===== src/rtl/recon_tx_framer.sv =====
// recon_tx_framer
//
// Takes one bitstream request (address, byte length, id) at a time and turns
// it into a DMA read. The returned read data is cut into output frames of at
// most SEG_BEATS payload beats. Each frame starts with a header beat that
// describes the segment address, the id and the remaining byte count.
//
// Optional feature: define RECON_TX_ERR_EN to act on DMA status errors.
// With the macro defined, an error sets a sticky err flag and raises tuser on
// the next tlast beat. If no beat is left to carry the flag, a header-only
// tlast beat is sent instead. Without the macro, err and m_axis_tuser are
// tied low and status errors are ignored.
//
// Ports
//   clk, rst_n                      clock, asynchronous active-low reset
//   s_req_*                         bitstream request (valid/ready)
//   m_axis_read_desc_*              DMA read descriptor out (valid/ready)
//   s_axis_read_desc_status_*       DMA completion status in (valid only)
//   s_axis_t*                       DMA read data in
//   m_axis_t*                       framed output stream
//   busy                            high whenever a request is in progress
//   err                             sticky DMA error flag

module recon_tx_framer #(
  parameter int unsigned DATA_WIDTH         = 512,
  parameter int unsigned KEEP_WIDTH         = DATA_WIDTH / 8,
  parameter int unsigned ADDR_WIDTH         = 34,
  parameter int unsigned DMA_DESC_LEN_WIDTH = 20,
  parameter int unsigned DMA_DESC_TAG_WIDTH = 8,
  parameter int unsigned SEG_BEATS          = 16
) (
  input  logic                          clk,
  input  logic                          rst_n,

  input  logic [ADDR_WIDTH-1:0]         s_req_addr,
  input  logic [31:0]                   s_req_len,
  input  logic [7:0]                    s_req_id,
  input  logic                          s_req_valid,
  output logic                          s_req_ready,

  output logic [ADDR_WIDTH-1:0]         m_axis_read_desc_addr,
  output logic [DMA_DESC_LEN_WIDTH-1:0] m_axis_read_desc_len,
  output logic [DMA_DESC_TAG_WIDTH-1:0] m_axis_read_desc_tag,
  output logic                          m_axis_read_desc_valid,
  input  logic                          m_axis_read_desc_ready,

  input  logic [DMA_DESC_TAG_WIDTH-1:0] s_axis_read_desc_status_tag,
  input  logic [3:0]                    s_axis_read_desc_status_error,
  input  logic                          s_axis_read_desc_status_valid,

  input  logic [DATA_WIDTH-1:0]         s_axis_tdata,
  input  logic [KEEP_WIDTH-1:0]         s_axis_tkeep,
  input  logic                          s_axis_tvalid,
  input  logic                          s_axis_tlast,
  output logic                          s_axis_tready,

  output logic [DATA_WIDTH-1:0]         m_axis_tdata,
  output logic [KEEP_WIDTH-1:0]         m_axis_tkeep,
  output logic                          m_axis_tvalid,
  output logic                          m_axis_tlast,
  output logic                          m_axis_tuser,
  input  logic                          m_axis_tready,

  output logic                          busy,
  output logic                          err
);

`ifdef RECON_TX_ERR_EN
  localparam bit ErrEn = 1'b1;
`else
  localparam bit ErrEn = 1'b0;
`endif

  localparam int unsigned CntW     = (SEG_BEATS > 1) ? $clog2(SEG_BEATS) : 1;
  localparam logic [31:0] SegBytes = 32'(SEG_BEATS * KEEP_WIDTH);

  typedef enum logic [2:0] {StIdle, StDesc, StHdr, StData, StStatus} state_e;

  state_e                        state_q, state_d;
  logic [ADDR_WIDTH-1:0]         addr_q, addr_d;
  logic [31:0]                   rem_q, rem_d;
  logic [7:0]                    id_q, id_d;
  logic [DMA_DESC_TAG_WIDTH-1:0] tag_q, tag_d;
  logic [CntW-1:0]               cnt_q, cnt_d;
  logic                          status_seen_q, status_seen_d;
  logic                          err_q, err_d;
  // err_pend: an error not yet reported on tuser.
  // err_vis: the copy that drives tuser, frozen while an output beat is stalled.
  logic                          err_pend_q, err_pend_d;
  logic                          err_vis_q, err_vis_d;

  logic                          status_hit;
  logic                          err_evt;
  logic                          seg_end;
  logic                          out_xfer;
  logic                          stalled;
  logic [DATA_WIDTH-1:0]         hdr_beat;

  // Only status for the request in flight counts; IDLE has no request in flight.
  assign status_hit = s_axis_read_desc_status_valid && (state_q != StIdle) &&
                      (s_axis_read_desc_status_tag == tag_q);
  assign err_evt    = ErrEn && status_hit && (s_axis_read_desc_status_error != 4'h0);
  assign seg_end    = (cnt_q == CntW'(SEG_BEATS - 1));
  assign out_xfer   = m_axis_tvalid && m_axis_tready;
  assign stalled    = m_axis_tvalid && !m_axis_tready;
  assign busy       = (state_q != StIdle);
  assign err        = ErrEn && err_q;

  always_comb begin
    hdr_beat        = '0;
    hdr_beat[1:0]   = 2'b01;
    hdr_beat[2]     = 1'b1;
    hdr_beat[36:3]  = 34'(addr_q);
    hdr_beat[44:37] = id_q;
    hdr_beat[76:45] = rem_q;
  end

  // State register
  always_ff @(posedge clk or negedge rst_n) begin
    if (!rst_n) begin
      state_q       <= StIdle;
      addr_q        <= '0;
      rem_q         <= '0;
      id_q          <= '0;
      tag_q         <= '0;
      cnt_q         <= '0;
      status_seen_q <= 1'b0;
      err_q         <= 1'b0;
      err_pend_q    <= 1'b0;
      err_vis_q     <= 1'b0;
    end else begin
      state_q       <= state_d;
      addr_q        <= addr_d;
      rem_q         <= rem_d;
      id_q          <= id_d;
      tag_q         <= tag_d;
      cnt_q         <= cnt_d;
      status_seen_q <= status_seen_d;
      err_q         <= err_d;
      err_pend_q    <= err_pend_d;
      err_vis_q     <= err_vis_d;
    end
  end

  // Next-state logic
  always_comb begin
    state_d       = state_q;
    addr_d        = addr_q;
    rem_d         = rem_q;
    id_d          = id_q;
    tag_d         = tag_q;
    cnt_d         = cnt_q;
    status_seen_d = status_seen_q | status_hit;
    err_d         = err_q | err_evt;
    err_pend_d    = err_pend_q;
    // tuser only rises on a beat that reports a pending error
    if (out_xfer && m_axis_tuser) begin
      err_pend_d = 1'b0;
    end
    err_pend_d = err_pend_d | err_evt;
    err_vis_d  = stalled ? err_vis_q : err_pend_d;

    unique case (state_q)
      StIdle: begin
        if (s_req_valid) begin
          status_seen_d = 1'b0;
          err_pend_d    = 1'b0;
          err_vis_d     = 1'b0;
          // A zero-length request is accepted and dropped
          if (s_req_len != 32'd0) begin
            addr_d  = s_req_addr;
            rem_d   = s_req_len;
            id_d    = s_req_id;
            tag_d   = tag_q + DMA_DESC_TAG_WIDTH'(1);
            cnt_d   = '0;
            state_d = StDesc;
          end
        end
      end
      StDesc: begin
        if (m_axis_read_desc_ready) begin
          state_d = StHdr;
        end
      end
      StHdr: begin
        if (m_axis_tready) begin
          state_d = StData;
        end
      end
      StData: begin
        if (out_xfer) begin
          if (s_axis_tlast) begin
            cnt_d   = '0;
            state_d = (status_seen_d && !err_pend_d) ? StIdle : StStatus;
          end else if (seg_end) begin
            addr_d  = addr_q + ADDR_WIDTH'(SegBytes);
            rem_d   = rem_q - SegBytes;
            cnt_d   = '0;
            state_d = StHdr;
          end else begin
            cnt_d = cnt_q + CntW'(1);
          end
        end
      end
      StStatus: begin
        if (status_seen_d && !err_pend_d) begin
          state_d = StIdle;
        end
      end
      default: state_d = StIdle;
    endcase
  end

  // Output logic
  always_comb begin
    s_req_ready            = 1'b0;
    m_axis_read_desc_valid = 1'b0;
    m_axis_read_desc_addr  = '0;
    m_axis_read_desc_len   = '0;
    m_axis_read_desc_tag   = '0;
    s_axis_tready          = 1'b0;
    m_axis_tvalid          = 1'b0;
    m_axis_tdata           = '0;
    m_axis_tkeep           = '0;
    m_axis_tlast           = 1'b0;
    m_axis_tuser           = 1'b0;

    unique case (state_q)
      StIdle: begin
        // Held low while reset is asserted so every output reads zero in reset
        s_req_ready = rst_n;
      end
      StDesc: begin
        m_axis_read_desc_valid = 1'b1;
        m_axis_read_desc_addr  = addr_q;
        m_axis_read_desc_len   = rem_q[DMA_DESC_LEN_WIDTH-1:0];
        m_axis_read_desc_tag   = tag_q;
      end
      StHdr: begin
        m_axis_tvalid = 1'b1;
        m_axis_tdata  = hdr_beat;
        m_axis_tkeep  = '1;
      end
      StData: begin
        s_axis_tready = m_axis_tready;
        m_axis_tvalid = s_axis_tvalid;
        m_axis_tdata  = s_axis_tdata;
        m_axis_tkeep  = s_axis_tkeep;
        m_axis_tlast  = seg_end || s_axis_tlast;
        m_axis_tuser  = ErrEn && err_vis_q && (seg_end || s_axis_tlast);
      end
      StStatus: begin
        // The error arrived after the last payload beat: report it on a
        // header-only tlast beat
        if (ErrEn && err_pend_q) begin
          m_axis_tvalid = 1'b1;
          m_axis_tdata  = hdr_beat;
          m_axis_tkeep  = '1;
          m_axis_tlast  = 1'b1;
          m_axis_tuser  = 1'b1;
        end
      end
      default: ;
    endcase
  end

endmodule

===== config.mk =====
export PLATFORM = sky130hd
export DESIGN_NAME = recon_tx_framer
export DESIGN_NICKNAME = d
export VERILOG_FILES = /design/src/rtl/recon_tx_framer.sv
export SDC_FILE = /design/constraint.sdc
export NUM_CORES = 1
export LEC_CHECK = 0
export BUFFER_PORTS_ARGS = -buffer_cell sky130_fd_sc_hd__buf_4
export CAP_MARGIN = 30
export CORE_AREA = 2 2 505 507
export CTS_CLUSTER_SIZE = 40
export DETAILED_ROUTE_END_ITERATION = 8
export DIE_AREA = 0 0 507 509
export GPL_TIMING_DRIVEN = 0
export SETUP_SLACK_MARGIN = 0.02
export SLEW_MARGIN = 20
export SYNTH_ARGS = -nofsm -noshare
export SYNTH_HDL_FRONTEND = slang
export SYNTH_SLANG_ARGS = --single-unit

===== constraint.sdc =====
create_clock -name clk -period 3.2 [get_ports clk]
set_input_delay 0.64 -clock clk [delete_from_list [all_inputs] [get_ports clk]]
set_output_delay 0.64 -clock clk [all_outputs]
set_load 0.01 [all_outputs]

# ---- Word level (Yosys, flattened, before mapping)
# Cells that the tools add are included.
dict set report op_classes {
  n_addsub 4
  n_eq_ne 15
  muxes 40
  bitwise_logic 1
  n_reduce_logical 12
}
# operator count
set ops {}
lappend ops {{512-bit case mux with 2 select lines} 1}
lappend ops {{34-bit two-way mux} 6}
lappend ops {{32-bit two-way mux} 5}
lappend ops {{64-bit case mux with 2 select lines} 1}
lappend ops {{34-bit case mux with 2 select lines} 1}
lappend ops {{32-bit case mux with 2 select lines} 1}
lappend ops {{34-bit by 11-bit adder with 34-bit output (second input constant)} 1}
lappend ops {{32-bit nonzero test} 1}
lappend ops {{32-bit by 11-bit subtractor with 32-bit output (second input constant)} 1}
lappend ops {{3-bit two-way mux} 9}
lappend ops {{20-bit two-way mux} 1}
lappend ops {{4-bit two-way mux} 5}
lappend ops {{2-bit inequality test (second input constant)} 8}
lappend ops {{3-bit case mux with 5 select lines} 1}
lappend ops {{8-bit by 1-bit adder with 8-bit output (second input constant)} 1}
lappend ops {{8-bit == test} 1}
lappend ops {{8-bit two-way mux} 1}
lappend ops {{4-bit case mux with 2 select lines} 1}
lappend ops {{7-bit AND reduction} 1}
lappend ops {{3-bit by 2-bit == test with 1-bit output (second input constant)} 2}
lappend ops {{1-bit two-way mux} 6}
lappend ops {{6-bit AND reduction} 1}
lappend ops {{4-bit by 1-bit adder with 4-bit output (second input constant)} 1}
lappend ops {{4-bit == test (second input constant)} 1}
lappend ops {{12 further kinds} 14}
dict set report word_totals {
  reg_bits 90
  in_bits 670
  output_inout_bits 646
  elab_cells 79
}

# ---- Logic depth before layout (Yosys ltp)
dict set report depth {
  ltp_word 8
  ltp_mapped 8
  ltp_nobuf 7
}

# ---- Worst setup path before layout
# Ideal clock, no wire load.
dict set report synth_path {
  path_kind {flip-flop to output port}
  from {register state_q[2]}
  to {output m_axis_tdata[100]}
  arrival_time_ns 1.657
  t_required_ns 2.560
  path_slack_ns 0.903
  stages_incl_launch_ff 8
  n_path_buf 5
  cell_sequence {dfrtp_1 > buf_6 > and3b_1 > buf_2 > buf_2 > clkbuf_1 > clkbuf_1 > and2_1}
}
dict set report synth_between {
  elab_chain_cells 2
  elab_cells_between_ends 3
}
# item line
set synth_lines {}
lappend synth_lines {{start, declared} 79} ;# state_e state_q, state_d;
lappend synth_lines {{start signal, assigned} 121} ;# state_q <= StIdle;
lappend synth_lines {{start signal, assigned} 132} ;# state_q <= state_d;
lappend synth_lines {{3-bit by 2-bit == test with 1-bit output} 228} ;# unique case (state_q)
lappend synth_lines {{512-bit case mux with 2 select lines (*)} 228}
lappend synth_lines {{end, declared} 57} ;# output logic [DATA_WIDTH-1:0] m_axis_tdata,
# Every way passes the cells marked *; elsewhere a longest branch is shown, timed or not.

# ---- Worst setup path in the final report
dict set report layout_path {
  from {register state_q[1]}
  to {output m_axis_tkeep[47]}
}
dict set report layout_between {
  elab_chain_cells 2
  elab_cells_between_ends 3
}
# item line
set layout_lines {}
lappend layout_lines {{3-bit by 2-bit == test with 1-bit output} 228}
lappend layout_lines {{64-bit case mux with 2 select lines (*)} 228}
lappend layout_lines {{end, declared} 58} ;# output logic [KEEP_WIDTH-1:0] m_axis_tkeep,
# Marks and branches as above.

==> key figures <==
Synthesis
  • Flops & latches, synth: 90
  • Count leader, synth: and2_1
  • Asr flop ratio synth: 100%
  • EDFF count, synth: 0
  • Synthesized cell area: ~10000 um2
  • Prevailing post-synth register cell: dfrtp_1
  • Synth cell count leaders: 501 x and2_1, 131 x nor2_1, 113 x a21oi_1
  • Area fraction of the dominant cell type after synthesis: 30.8%
  • Yosys top cell by area: and2_1
  • Synth warnings: 0
  • Mapped Cells: 1403
  • Syn avg cell area: 7.24 um2
  • Netlist cell types: around 60
  • Ranking of synthesized cells by area: and2_1 31%, dfrtp_1 22%, mux2i_1 7.5%, a21oi_1 5.6%, nor2_1 4.8%
  • Sequential share of the synthesized area: 22.2%

STA
  • Fin Hold WS: 166 ps
  • Fin crit share: 96.7%
  • Final hold vios: 0
  • Worst-margin pin slew: 846 ps
  • Skew final: 17.3 ps
  • Unrepaired setup endpoints after global routing: yes
  • Max-slew violations: 0
  • Post-route minimum period: 3100 ps
  • Final setup vio count: 0
  • Setup TNS: 0 ps
  • F_max: 323 MHz
  • Slew HR: 43.6%

Route
  • Drt total wl: 245 mm
  • Vias/cell: roughly 2.9
  • Drt first pass iters: 6
  • Via count: 17967
  • WL/cell: 39.6 um
  • Drc violations: 0
  • First DRT Iteration DRCs: around 1400
  • Antenna Nets Post-Route: 0

Worst setup path
  • Worst Path Arrival: roughly 2500 ps
  • Critical-path cell list: buf_4 > clkbuf_2 > nand2_4 > clkbuf_4 > clkbuf_2 > a21oi_1 > buf_4
  • Reg-to-Reg End: addr_q[24]
  • Largest stage delay on the critical path: between 300 and 400 ps
  • Crit Path Class: flip-flop to output port
  • Worst reg2reg path startpoint: state_q[2]
  • CP Data Required Time: 2560 ps
  • Crit. End Element: output port
  • Internal reg-to-reg setup slack: 730 ps
  • R2R depth: 8
  • Slowest CP cell: dfrtp_1
  • Crit path max fanout: 10
  • CP Launch Type: flip-flop

Job
  • Max_cap viols: 0

Final layout
  • Fin area: 25000 um2
  • Layout cells sized above 1: 53.8%
  • FILL cells: between 20000 and 30000
  • Area Overhead vs Synth: 146%
  • Final net count: 3405
  • Multi-input logic area: 7150 um2
  • Reg area: 2250 um2

Run status
  • Status: finished, final reports clean

Placement
  • DP HPWL: 232 mm
  • Dpl cell area: 24300 um2
  • Final GP Congestion: 1.02
  • Port Buffers: approximately 1300

CTS
  • Clk buf depth: 2
  • Post CTS Setup Buffer Count: 0
  • CTS tree: done
  • Worst-skew pair later-pin latency: around 390 ps
  • Hold_buf cts: 0
  • Htree depth: 3
  • Root buffer cell: clkbuf_16
  • Num Clock Sinks: 90
  • Clock transition at path regs: 80 ps
  • Num CTS Buffers: 9

Die
  • Initial Utilization: 4.02%
  • Core area: 253000 um2
  • Die footprint: around 260000 um2
  • Rows: 185
  • Die W: ~510 um
  • Die Height: 509 um
  • IO Pins: 1316

Power
  • Lkg Pwr: about 0.012 uW
  • Max VDD drop: 355 uV
  • Pwr/cell area: 884 nW/um2

GRT
  • Grt ovf: 0
  • First-pass GRT wire length: 279 mm
  • Largest net degree at the start of global routing: 92
  • Global Route Usage Sum: a little under a fifth
  • Vias in the first global route: 16334
  • Initial antenna violation count: 340

Worst hold path
  • HP Class: input pin to asynchronous set/reset pin
==> where the power goes <==
group / total [uW] / internal, uW / switching, uW
logic: 18400 / 7160 / 11300
registers: 2460 / 1650 / 812
clock network: 1240 / 644 / 593
total: 22100 / 9460 / 12700
==> cells in the final DEF (no fill, tap or decap), types with 4 or more instances in the layout <==
| master | instances |
|---|---|
| and3_1 | 5 |
| clkbuf_16 | 9 |
| nand4_1 | 10 |
| clkbuf_8 | 4 |
| dfrtp_1 | 90 |
| ha_1 | 4 |
| and2_1 | 495 |
| buf_1 | 6 |
| a31oi_1 | 28 |
| o221ai_1 | 4 |
| diode_2 | 90 |
| nor4_1 | 22 |
| clkbuf_1 | 43 |
| a21oi_1 | 109 |
| inv_1 | 72 |
| nand3_1 | 25 |
| xor2_1 | 13 |
| clkbuf_2 | 43 |
| a41oi_1 | 7 |
| a2bb2oi_1 | 8 |
| o21ai_0 | 8 |
| nand2_1 | 24 |
| mux2_2 | 30 |
| o22a_1 | 22 |
| and2_2 | 4 |
| o2bb2a_1 | 7 |
| clkbuf_4 | 8 |
| nor3_1 | 13 |
| o22ai_1 | 7 |
| mux2i_1 | 73 |
| buf_4 | 1319 |
| nor2_1 | 131 |
| o211ai_1 | 8 |
| buf_6 | 8 |
| buf_2 | 17 |
==> worst max-delay path, delay by kind of cell (launching register included) <==
| kind | cells | cell delay [ps] |
|---|---|---|
| compound gates | 1 | 290 |
| flops | 1 | 330 |
| buf+inv | 5 | 1210 |
| simple gates | 1 | 200 |
==> logic make-up after synthesis <==
group	synth area share, %
XOR/XNOR	1.29
multiplexers	10.8
other	0.0369
flip-flops	22.2
buffers and inverters	8.27
adder cells (fa/ha/maj)	0.492
AND/OR/NAND/NOR	42.5
AO/OA/AOI/OAI	14.4
==> layout make-up <==
| class | instances | area share, % |
|---|---|---|
| multi-input cells | 1109 | 28.6 |
| flip-flops and latches | 90 | 8.99 |
| well taps | 3366 | 16.8 |
| inverters | 73 | 1.10 |
| repair buffers | 1317 | 39.6 |
| plain buffers | 131 | 2.76 |
| diodes | 90 | 0.899 |
| clock buffers | 11 | 0.969 |
| clock inverters | 5 | 0.270 |
==> per-stage QoR <==
| stage | setup WS [ps] | power (uW) | utilization (%) | cells |
|---|---|---|---|---|
| 2_1_floorplan | 903 | 9050 | - | 1404 |
| 3_3_place_gp | -785 | 21100 | 9.58 | 6079 |
| 3_5_place_dp | -781 | 21100 | 9.61 | 6085 |
| 4_1_cts | 12.0 | 22600 | 9.80 | 6100 |
| 5_1_grt | 0.774 | 23300 | 9.85 | 6131 |
| 6_report | 104 | 22100 | 9.91 | 6192 |
==> registers in the layout, indices dropped and copies added, names as in the netlist <==
name           flops
status_seen_q      1
addr_q            34
id_q               8
rem_q             32
state_q            3
tag_q              8
cnt_q              4
==> how the worst max path moves through the flow <==
stage / from / endpoint / slack, ps / cells past startpoint
after global placement: state_q[1] / m_axis_tdata[37] / -790 / 7
after floorplan: state_q[2] / m_axis_tdata[100] / 900 / 7
after detailed placement: state_q[1] / m_axis_tdata[37] / -780 / 7
final: state_q[1] / m_axis_tkeep[47] / 100 / 7
after global routing: state_q[2] / m_axis_tdata[88] / 0.8 / 7
after CTS: state_q[2] / m_axis_tdata[132] / 10 / 7
==> per-layer routing <==
metal	track usage [%]	share of wire, %
met4	5.64	4.3
met2	26.2	40
met3	14.6	18
met1	19.7	37
met5	0.537	0.70
==> repair_timing <==
item                                   in CTS  in global routing
gates resized for setup                    76                 26
endpoints found under the hold margin       0                  0
setup endpoints to repair                 593                 80
(Power assumes the default switching activity.)
